$ cat src/rtl/subsurf_pkg.sv
// Shared constants and types for the subdivision-surface front end.
package subsurf_pkg;

   localparam int unsigned ADDR_WIDTH_DEFAULT = 11;

   // Reserved word value that ends a mesh stream; never stored.
   localparam logic [31:0] MESH_TERMINATOR = 32'hFFFF_FFFF;

   typedef enum logic [1:0] {
      StIdle,
      StLoad,
      StCheck,
      StDone
   } loader_state_t;

endpackage

$ cat src/rtl/pulse_sync.sv
// Brings an asynchronous level into the clk domain and emits a one-cycle pulse on its rising
// edge. Latency from input rise to pulse is SYNC_STAGES+1 cycles.
module pulse_sync #(
   parameter int unsigned SYNC_STAGES = 2
) (
   input  logic clk,
   input  logic reset,
   input  logic din,
   output logic pulse
);

   logic [SYNC_STAGES-1:0] sync_q;
   logic                   prev_q;

   // Synchronizer chain, delayed copy and registered rising-edge detect.
   always_ff @(posedge clk) begin
      if (reset) begin
         sync_q <= '0;
         prev_q <= 1'b0;
         pulse  <= 1'b0;
      end else begin
         sync_q <= {sync_q[SYNC_STAGES-2:0], din};
         prev_q <= sync_q[SYNC_STAGES-1];
         pulse  <= sync_q[SYNC_STAGES-1] & ~prev_q;
      end
   end

endmodule

$ cat src/rtl/spi_mesh_loader.sv
// Loads SPI-received words into the mesh RAM from address 0 until the terminator word, then
// pulses mesh_ready with the stored word count.
// Optional feature: define SPI_LOADER_CSUM_EN to add a trailing checksum word and csum_err.
module spi_mesh_loader
   import subsurf_pkg::*;
#(
   parameter int unsigned ADDR_WIDTH  = ADDR_WIDTH_DEFAULT,
   parameter int unsigned SYNC_STAGES = 2
) (
   input  logic                  clk,
   input  logic                  reset,
   input  logic                  load_en,
   input  logic                  spi_done,
   input  logic [31:0]           spi_rdata,
   output logic                  ram_en,
   output logic [3:0]            ram_we,
   output logic [ADDR_WIDTH-1:0] ram_addr,
   output logic [31:0]           ram_din,
   output logic                  busy,
   output logic                  mesh_ready,
   output logic [ADDR_WIDTH:0]   word_count,
   output logic                  overflow
`ifdef SPI_LOADER_CSUM_EN
   ,
   output logic                  csum_err
`endif
);

   localparam logic [ADDR_WIDTH:0] CAPACITY = {1'b1, {ADDR_WIDTH{1'b0}}};
   localparam logic [ADDR_WIDTH:0] COUNT_ONE = {{ADDR_WIDTH{1'b0}}, 1'b1};

   loader_state_t state_q, state_d;

   logic        word_ev;
   logic        ev_q;
   logic [31:0] hold_q;
   logic        active;
   logic        do_write;
   logic        arm;

`ifdef SPI_LOADER_CSUM_EN
   logic [31:0] sum_q;
`endif

   pulse_sync #(
      .SYNC_STAGES (SYNC_STAGES)
   ) u_done_sync (
      .clk   (clk),
      .reset (reset),
      .din   (spi_done),
      .pulse (word_ev)
   );

   // Decode event qualification and the write decision for the current cycle.
   always_comb begin
      active   = (state_q == StLoad) || (state_q == StCheck);
      arm      = (state_q == StIdle) && load_en;
      do_write = word_ev && (state_q == StLoad) && (spi_rdata != MESH_TERMINATOR) &&
                 (word_count < CAPACITY);
   end

   // State register.
   always_ff @(posedge clk) begin
      if (reset) begin
         state_q <= StIdle;
      end else begin
         state_q <= state_d;
      end
   end

   // Next-state logic; stream decisions use the word captured on the previous event.
   always_comb begin
      state_d = state_q;
      unique case (state_q)
         StIdle: begin
            if (load_en) state_d = StLoad;
         end
         StLoad: begin
            if (ev_q && (hold_q == MESH_TERMINATOR)) begin
`ifdef SPI_LOADER_CSUM_EN
               state_d = StCheck;
`else
               state_d = StDone;
`endif
            end
         end
         StCheck: begin
            if (ev_q) state_d = StDone;
         end
         StDone: begin
            state_d = StIdle;
         end
         default: state_d = StIdle;
      endcase
   end

   // Capture, RAM port registers, count, overflow and checksum tracking.
   always_ff @(posedge clk) begin
      if (reset) begin
         ev_q       <= 1'b0;
         hold_q     <= '0;
         ram_en     <= 1'b0;
         ram_we     <= 4'b0000;
         ram_addr   <= '0;
         ram_din    <= '0;
         word_count <= '0;
         overflow   <= 1'b0;
`ifdef SPI_LOADER_CSUM_EN
         sum_q      <= '0;
         csum_err   <= 1'b0;
`endif
      end else begin
         ev_q   <= word_ev && active;
         ram_en <= 1'b0;
         ram_we <= 4'b0000;
         if (word_ev) hold_q <= spi_rdata;
         if (do_write) begin
            ram_en   <= 1'b1;
            ram_we   <= 4'b1111;
            ram_addr <= word_count[ADDR_WIDTH-1:0];
            ram_din  <= spi_rdata;
         end
         if (arm) begin
            word_count <= '0;
            overflow   <= 1'b0;
`ifdef SPI_LOADER_CSUM_EN
            sum_q      <= '0;
            csum_err   <= 1'b0;
`endif
         end
         // Count advances in the cycle the write is presented to the RAM.
         if (ram_en) begin
            word_count <= word_count + COUNT_ONE;
`ifdef SPI_LOADER_CSUM_EN
            sum_q      <= sum_q + ram_din;
`endif
         end
         if (ev_q && (state_q == StLoad) && (hold_q != MESH_TERMINATOR) &&
             (word_count == CAPACITY)) begin
            overflow <= 1'b1;
         end
`ifdef SPI_LOADER_CSUM_EN
         if (ev_q && (state_q == StCheck)) begin
            csum_err <= (hold_q != sum_q);
         end
`endif
      end
   end

   // Status decodes.
   always_comb begin
      busy       = (state_q == StLoad) || (state_q == StCheck);
      mesh_ready = (state_q == StDone);
   end

endmodule

$ cat config.mk
export PLATFORM = sky130hd
export DESIGN_NAME = spi_mesh_loader
export DESIGN_NICKNAME = d
export VERILOG_FILES = /design/src/rtl/subsurf_pkg.sv /design/src/rtl/pulse_sync.sv /design/src/rtl/spi_mesh_loader.sv
export SDC_FILE = /design/constraint.sdc
export NUM_CORES = 1
export LEC_CHECK = 0
export CELL_PAD_IN_SITES_DETAIL_PLACEMENT = 1
export CELL_PAD_IN_SITES_GLOBAL_PLACEMENT = 1
export CORE_ASPECT_RATIO = 1.2
export CORE_MARGIN = 3
export CORE_UTILIZATION = 33
export DETAILED_ROUTE_END_ITERATION = 8
export GPL_TIMING_DRIVEN = 0
export MAX_ROUTING_LAYER = met4
export PLACE_DENSITY_LB_ADDON = 0.05
export RECOVER_POWER = 25
export SLEW_MARGIN = 10
export SYNTH_ARGS = -nofsm -noshare
export SYNTH_HDL_FRONTEND = slang
export SYNTH_HIERARCHICAL = 1
export SYNTH_SLANG_ARGS = --single-unit
export TNS_END_PERCENT = 30
$ cat constraint.sdc
create_clock -name clk -period 1.75 [get_ports clk]
set_clock_uncertainty 0.15 [all_clocks]
set_input_delay 0.4375 -clock clk [delete_from_list [all_inputs] [get_ports clk]]
set_output_delay 0.4375 -clock clk [all_outputs]
set_load 0.01 [all_outputs]
==> results of run 1 <==
## power breakdown
part           total (W)  switching, W  internal (W)
sequential       0.00230     0.0000502       0.00225
clock            0.00212      0.000835       0.00128
combinational   0.000790      0.000384      0.000406
total            0.00521       0.00127       0.00394
## per-stage QoR
step | setup TNS [ns] | instances
3_3_place_gp | -58.85 | 635
3_5_place_dp | -59.39 | 635
5_1_grt | -3.98 | 670
4_1_cts | -1.96 | 673
2_1_floorplan | 0 | 383
6_report | -0.0768 | 670
## what timing repair did
| action | 4_1_cts | 5_1_grt |
|---|---|---|
| buffers inserted | 19 | 3 |
| endpoints found under the setup margin | 146 | 74 |
| cloned | 5 | 0 |
| pin swaps | 17 | 20 |
| gates resized for setup | 260 | 35 |
## routing by layer
metal  track usage, %  up-vias
li1                 -     1573
met1             21.2     1552
met2             31.2       60
met3             2.90       12
met4             6.48        0
met5                -        -
## layout make-up
| cell class | instances | area (µm²) | share of cell area [%] |
|---|---|---|---|
| plain buffers | 25 | 190 | 3.42 |
| clock inverters | 5 | 81.3 | 1.46 |
| flip-flops and latches | 96 | 1950 | 35.1 |
| clock buffers | 10 | 239 | 4.30 |
| multi-input cells | 255 | 1820 | 32.7 |
| well taps | 154 | 193 | 3.46 |
| inverters | 6 | 25.0 | 0.450 |
| repair buffers | 119 | 1060 | 19.1 |
## kinds of logic after synthesis
kind of cell             Yosys count  synth area share, %
AO/OA/AOI/OAI                     19                 2.98
buffers and inverters             32                 4.61
XOR/XNOR                           3                0.687
flip-flops                        96                 50.2
AND/OR/NAND/NOR                  148                 18.7
adder cells (fa/ha/maj)            7                 2.29
multiplexers                      78                 20.6
## flip-flops by register name, summed over array words and instances (netlist names)
signal              cells
u_done_sync/sync_q      2
u_done_sync/pulse       1
ram_addr               11
u_done_sync/prev_q      1
hold_q                 32
ram_din                32
ev_q                    1
overflow                1
ram_we                  1
state_q                 2
word_count             12
## placed cells by master (no fill, tap or decap), types with 3 or more instances in the layout
cell,instances
nor4_2,3
nand2b_1,3
mux2i_1,74
buf_2,27
dfxtp_4,4
clkbuf_16,9
buf_4,20
nor3_1,3
nand3_1,4
inv_1,4
nand2_1,7
dlygate4sd2_1,61
clkbuf_2,7
buf_12,5
nor2_1,86
nand4_1,18
o21ai_0,3
dfxtp_2,12
buf_6,13
buf_8,3
a311oi_1,3
nor2b_1,7
nand3b_1,3
a21oi_1,7
ha_1,5
dfxtp_1,80
## worst min-delay path by stage
stage	to	slack (ns)	cells after the start
after floorplan	u_done_sync/pulse	0.24	1
after global placement	u_done_sync/pulse	0.24	1
after detailed placement	u_done_sync/pulse	0.25	1
after CTS	ram_din[8]	0.19	3
after global routing	hold_q[30]	0.21	3
final	hold_q[30]	0.18	3
## worst reg2reg max path, stage by stage, from the launching register on
cell      delay [ns]
dfxtp_4         0.36
inv_4           0.06
ha_4            0.12
nand3b_1        0.10
a21oi_2         0.15
buf_6           0.15
buf_8           0.14
buf_8           0.13
mux2i_1         0.18
nor2_1          0.06
==> metrics, run 1 <==
GRT Util Overall=17.9%; Reg2Reg Depth=9; max-cap violations=0; DR iter-0 viols=61; TritonCTS clock tree=yes; Post-Syn Instances=383; first-pass GRT wire length=17,700 µm; vias per inst=4.77; Hold WS=0.181 ns; antenna cell count=0; R2R Setup Slk=0.02 ns; Tcrit/Tclk final=104%; Die Ht=124 µm; #FFs+latches synth=96; num ports=99; setup repair after global routing missed its margin=yes; CP required=1.16 ns; die width=104 µm; detailed placement HPWL=7620 µm; WP data arrival=1.24 ns; wire per inst=16.2 µm; maximum clock rate=547 MHz; gpl congestion=0.799; pwr dens=936 nW/µm²; Crit Path Category=reg -> out; # H-tree levels=3; full die area=12,900 µm²; Hold Crit Class=in -> reg; vias in the first global route=3,271; final setup vio count=1; Cell Area, Placed=5000 µm²; Startpoint Class=flip-flop; Post-synth EDFFs=0; Final ANT Viol Nets=0; fin worst setup slack=-0.0768 ns; layout cells sized above 1=25.0%; Avg Cell Area, Syn=9.99 µm²; FF-to-FF Start=state_q[1]; Clk Latency, worst-skew pair=0.34 ns; Primary FF master, synth=dfxtp_1; post-place setup slack=-0.821 ns; number of buffers added on ports=98; area share of the largest cell type after synthesis=50.2%; crit-path leading delay family=flip-flops; WL met3=348 µm; Area contributors post-synth=dfxtp_1 (50%), mux2i_1 (20%), nor2_1 (8.5%), nand4_1 (2.9%), ha_1 (2.3%); root buf cell=clkbuf_16; vias=3,197; initial core utilization=34.2%; failing checks=negative setup slack; top-count cell post-synth=dfxtp_1; worst-path fanout max=3; max_slew headroom=71.5%; max-slew violations=0; Total Wirelength=10,800 µm; Overall Power=0.00521 W; largest net degree at the start of global routing=16; CP Depth=4; Least-Margin Pin Slew=0.427 ns; Critical-path top delay cell=dfxtp_4; initial antenna violation count=0; Leak=2.37 nW; CP Capture Type=output port; ys async rst share=0%; post-layout util=49.7%; Setup crit end=busy; status=complete, but fails checks; Post-route DRC=0; Ys Warns=6; final hold vios=0; Hold-fix buffers, CTS=0; Final nets=555; hold path start=spi_rdata[30]; CP Launch Point=state_q[1]; cts bufs inserted=9; net count after synthesis=426; clk slew on worst S/H paths=0.07 ns; crit-path cells=inv_4 > buf_4 > ha_4 > buf_6; WL met1=4810 µm; peak supply drop=0.548 mV; grt ovf=0; post-synthesis cell type count=38; WL met2=5520 µm; Post-Syn Area=3830 µm²; CP peak stage delay=0.37 ns; Fillers=1,304; CTS sink count=96; Final Critical Period=1.83 ns; P&R area growth vs syn=45.3%; Final Cell Area=5560 µm²; CP bufs+invs=3; row count=42; cell type with the largest total area after synthesis=dfxtp_1; register area share after synthesis=50.2%; Pre-antenna DRT Iters=4; Max Root-Sink Buffers=2; R2R Path End=ram_addr[1]; core area=11,200 µm²; highest routed metal layer=met4; list of most frequent post-synthesis cells=dfxtp_1 (96), nor2_1 (87), mux2i_1 (76)
Note: power is estimated with default switching activity, not from simulation.
==> run 2: changes to the inputs <==
--- a/config.mk
+++ b/config.mk
@@ -20,4 +20,4 @@
 export SYNTH_HDL_FRONTEND = slang
 export SYNTH_HIERARCHICAL = 1
 export SYNTH_SLANG_ARGS = --single-unit
-export TNS_END_PERCENT = 30
+export TNS_END_PERCENT = 50
==> metrics, run 2 (same netlist as run 1, synthesis figures left out) <==
first-pass GRT wire length=17,600 µm (-0.55%); row count=42 (unchanged); cts bufs inserted=9 (unchanged); setup repair after global routing missed its margin=yes; failing checks=negative setup slack; CP required=1.16 ns (about the same); vias in the first global route=3,264 (-0.21%); Least-Margin Pin Slew=0.419 ns (-0.00815 ns); Final Critical Period=1.82 ns (-0.00241 ns); post-place setup slack=-0.821 ns (unchanged); Tcrit/Tclk final=104% (-0.14 points); TritonCTS clock tree=yes; Hold Crit Class=in -> reg; Cells after DPL=635 (unchanged); Fillers=1,300 (-0.31%); fin worst setup slack=-0.0744 ns (+0.00241 ns); Die Ht=124 µm (unchanged); Pre-antenna DRT Iters=4 (unchanged); GRT Util Overall=17.9% (-0.057 points); vias=3,206 (+0.28%); Final Cell Area=5610 µm² (+0.81%); most frequent cells in the layout=nor2_1 (86), dfxtp_1 (80), mux2i_1 (74); Final nets=558 (+0.54%); Total Wirelength=10,900 µm (+0.62%); commonest non-fill, non-tap cell in the layout=nor2_1; core area=11,200 µm² (unchanged); peak supply drop=0.545 mV (-0.59%); DR iter-0 viols=59 (-3.3%); maximum clock rate=548 MHz (+0.13%); Post-Layout Cell Count=673 (+0.45%); initial antenna violation count=0 (unchanged); pwr dens=931 nW/µm² (-0.55%); Hold Crit Depth=3 (unchanged); Cell Area, Placed=5000 µm² (unchanged); CP Capture Type=output port; CTS sink count=96 (unchanged); Post-route DRC=0 (unchanged); largest net degree at the start of global routing=16 (unchanged); final hold vios=0 (unchanged); max_slew headroom=72.1% (+0.54 points); die width=104 µm (unchanged); Final ANT Viol Nets=0 (unchanged); Reg2Reg Depth=10 (+1); Clk Latency, worst-skew pair=0.34 ns (about the same); Max Root-Sink Buffers=2 (unchanged); final setup vio count=21 (+20); max-slew violations=0 (unchanged); Leak=2.40 nW (+1.0%); worst-path fanout max=3 (unchanged); status=complete, but fails checks; Overall Power=0.00522 W (+0.25%); antenna cell count=0 (unchanged); num ports=99 (unchanged); wire per inst=16.2 µm (+0.17%); P&R area growth vs syn=46.5%; vias per inst=4.76 (-0.17%); clk slew on worst S/H paths=0.07 ns (about the same); initial core utilization=34.2% (unchanged); max-cap violations=0 (unchanged); number of buffers added on ports=98 (unchanged); WP data arrival=1.24 ns (about the same); Startpoint Class=flip-flop; # H-tree levels=3 (unchanged); layout cells sized above 1=25.6% (+0.63 points); grt ovf=0 (unchanged); root buf cell=clkbuf_16; top flop regs=hold_q (32), ram_din (32), word_count (12); Hold-fix buffers, CTS=0 (unchanged); gpl congestion=0.799 (unchanged); detailed placement HPWL=7620 µm (unchanged); Crit Path Category=reg -> out; full die area=12,900 µm² (unchanged)
==> run 2: cell type report <==
class	instances	area, µm²	area share, %
buffer	24	170	3.04
clock buffer	10	239	4.26
clock inverter	5	81.3	1.45
inverter	6	27.5	0.491
multi-input combinational	255	1830	32.6
sequential	96	1950	34.8
tap	154	193	3.44
timing repair buffer	123	1120	19.9
==> run 2: repair_timing <==
| item | CTS | global route |
|---|---|---|
| buffers inserted | 19 | 7 |
| cloned | 5 | 0 |
| pin swaps | 17 | 17 |
| endpoints found under the setup margin | 146 | 75 |
| gates resized for setup | 259 | 39 |
==> run 2: worst paths after layout <==
kind	end	startpoint	slack (ns)
setup / recovery	busy	state_q[1]	-0.07
hold / removal	ram_din[30]	spi_rdata[30]	0.18
setup reg to reg	ram_din[22]	state_q[1]	-0.03
hold reg to reg	u_done_sync/pulse	u_done_sync/prev_q	0.25
==> run 2: per-layer routing <==
layer	part of all wire, %	GRT usage, %	vias up
met5	0	-	-
met4	1.4	6.48	0
met3	3.3	2.90	11
met2	51	31.2	63
met1	44	21.0	1550
li1	-	-	1582
==> run 2: critical path, stage by stage (launching register included) <==
cell and delay, ns:
dfxtp_4 0.37, inv_4 0.04, buf_4 0.13, ha_4 0.27
buf_6 0.09
==> run 2: per-stage QoR <==
step                      utilization [%]  hold slack, ns  TNS [ns]
after floorplan                         -           0.237         0
after global placement               44.7           0.243    -58.85
after detailed placement             44.7           0.251    -59.39
after CTS                            49.9           0.189     -1.88
after global routing                 50.1           0.205     -5.34
final                                50.1           0.182    -0.892
==> run 2: where the power goes <==
| part | total [W] | internal [W] | switching (W) |
|---|---|---|---|
| clock network | 0.00212 | 0.00128 | 0.000838 |
| logic | 0.000796 | 0.000411 | 0.000385 |
| registers | 0.00230 | 0.00225 | 0.0000540 |
| total | 0.00522 | 0.00394 | 0.00128 |
==> run 3: changes to the inputs <==
--- a/config.mk
+++ b/config.mk
@@ -10,6 +10,7 @@
 export CORE_ASPECT_RATIO = 1.2
 export CORE_MARGIN = 3
 export CORE_UTILIZATION = 33
+export CTS_CLUSTER_DIAMETER = 150
 export DETAILED_ROUTE_END_ITERATION = 8
 export GPL_TIMING_DRIVEN = 0
 export MAX_ROUTING_LAYER = met4
==> results of run 3 <==
The final DEF is identical to that of run 2; final timing and power are the same.
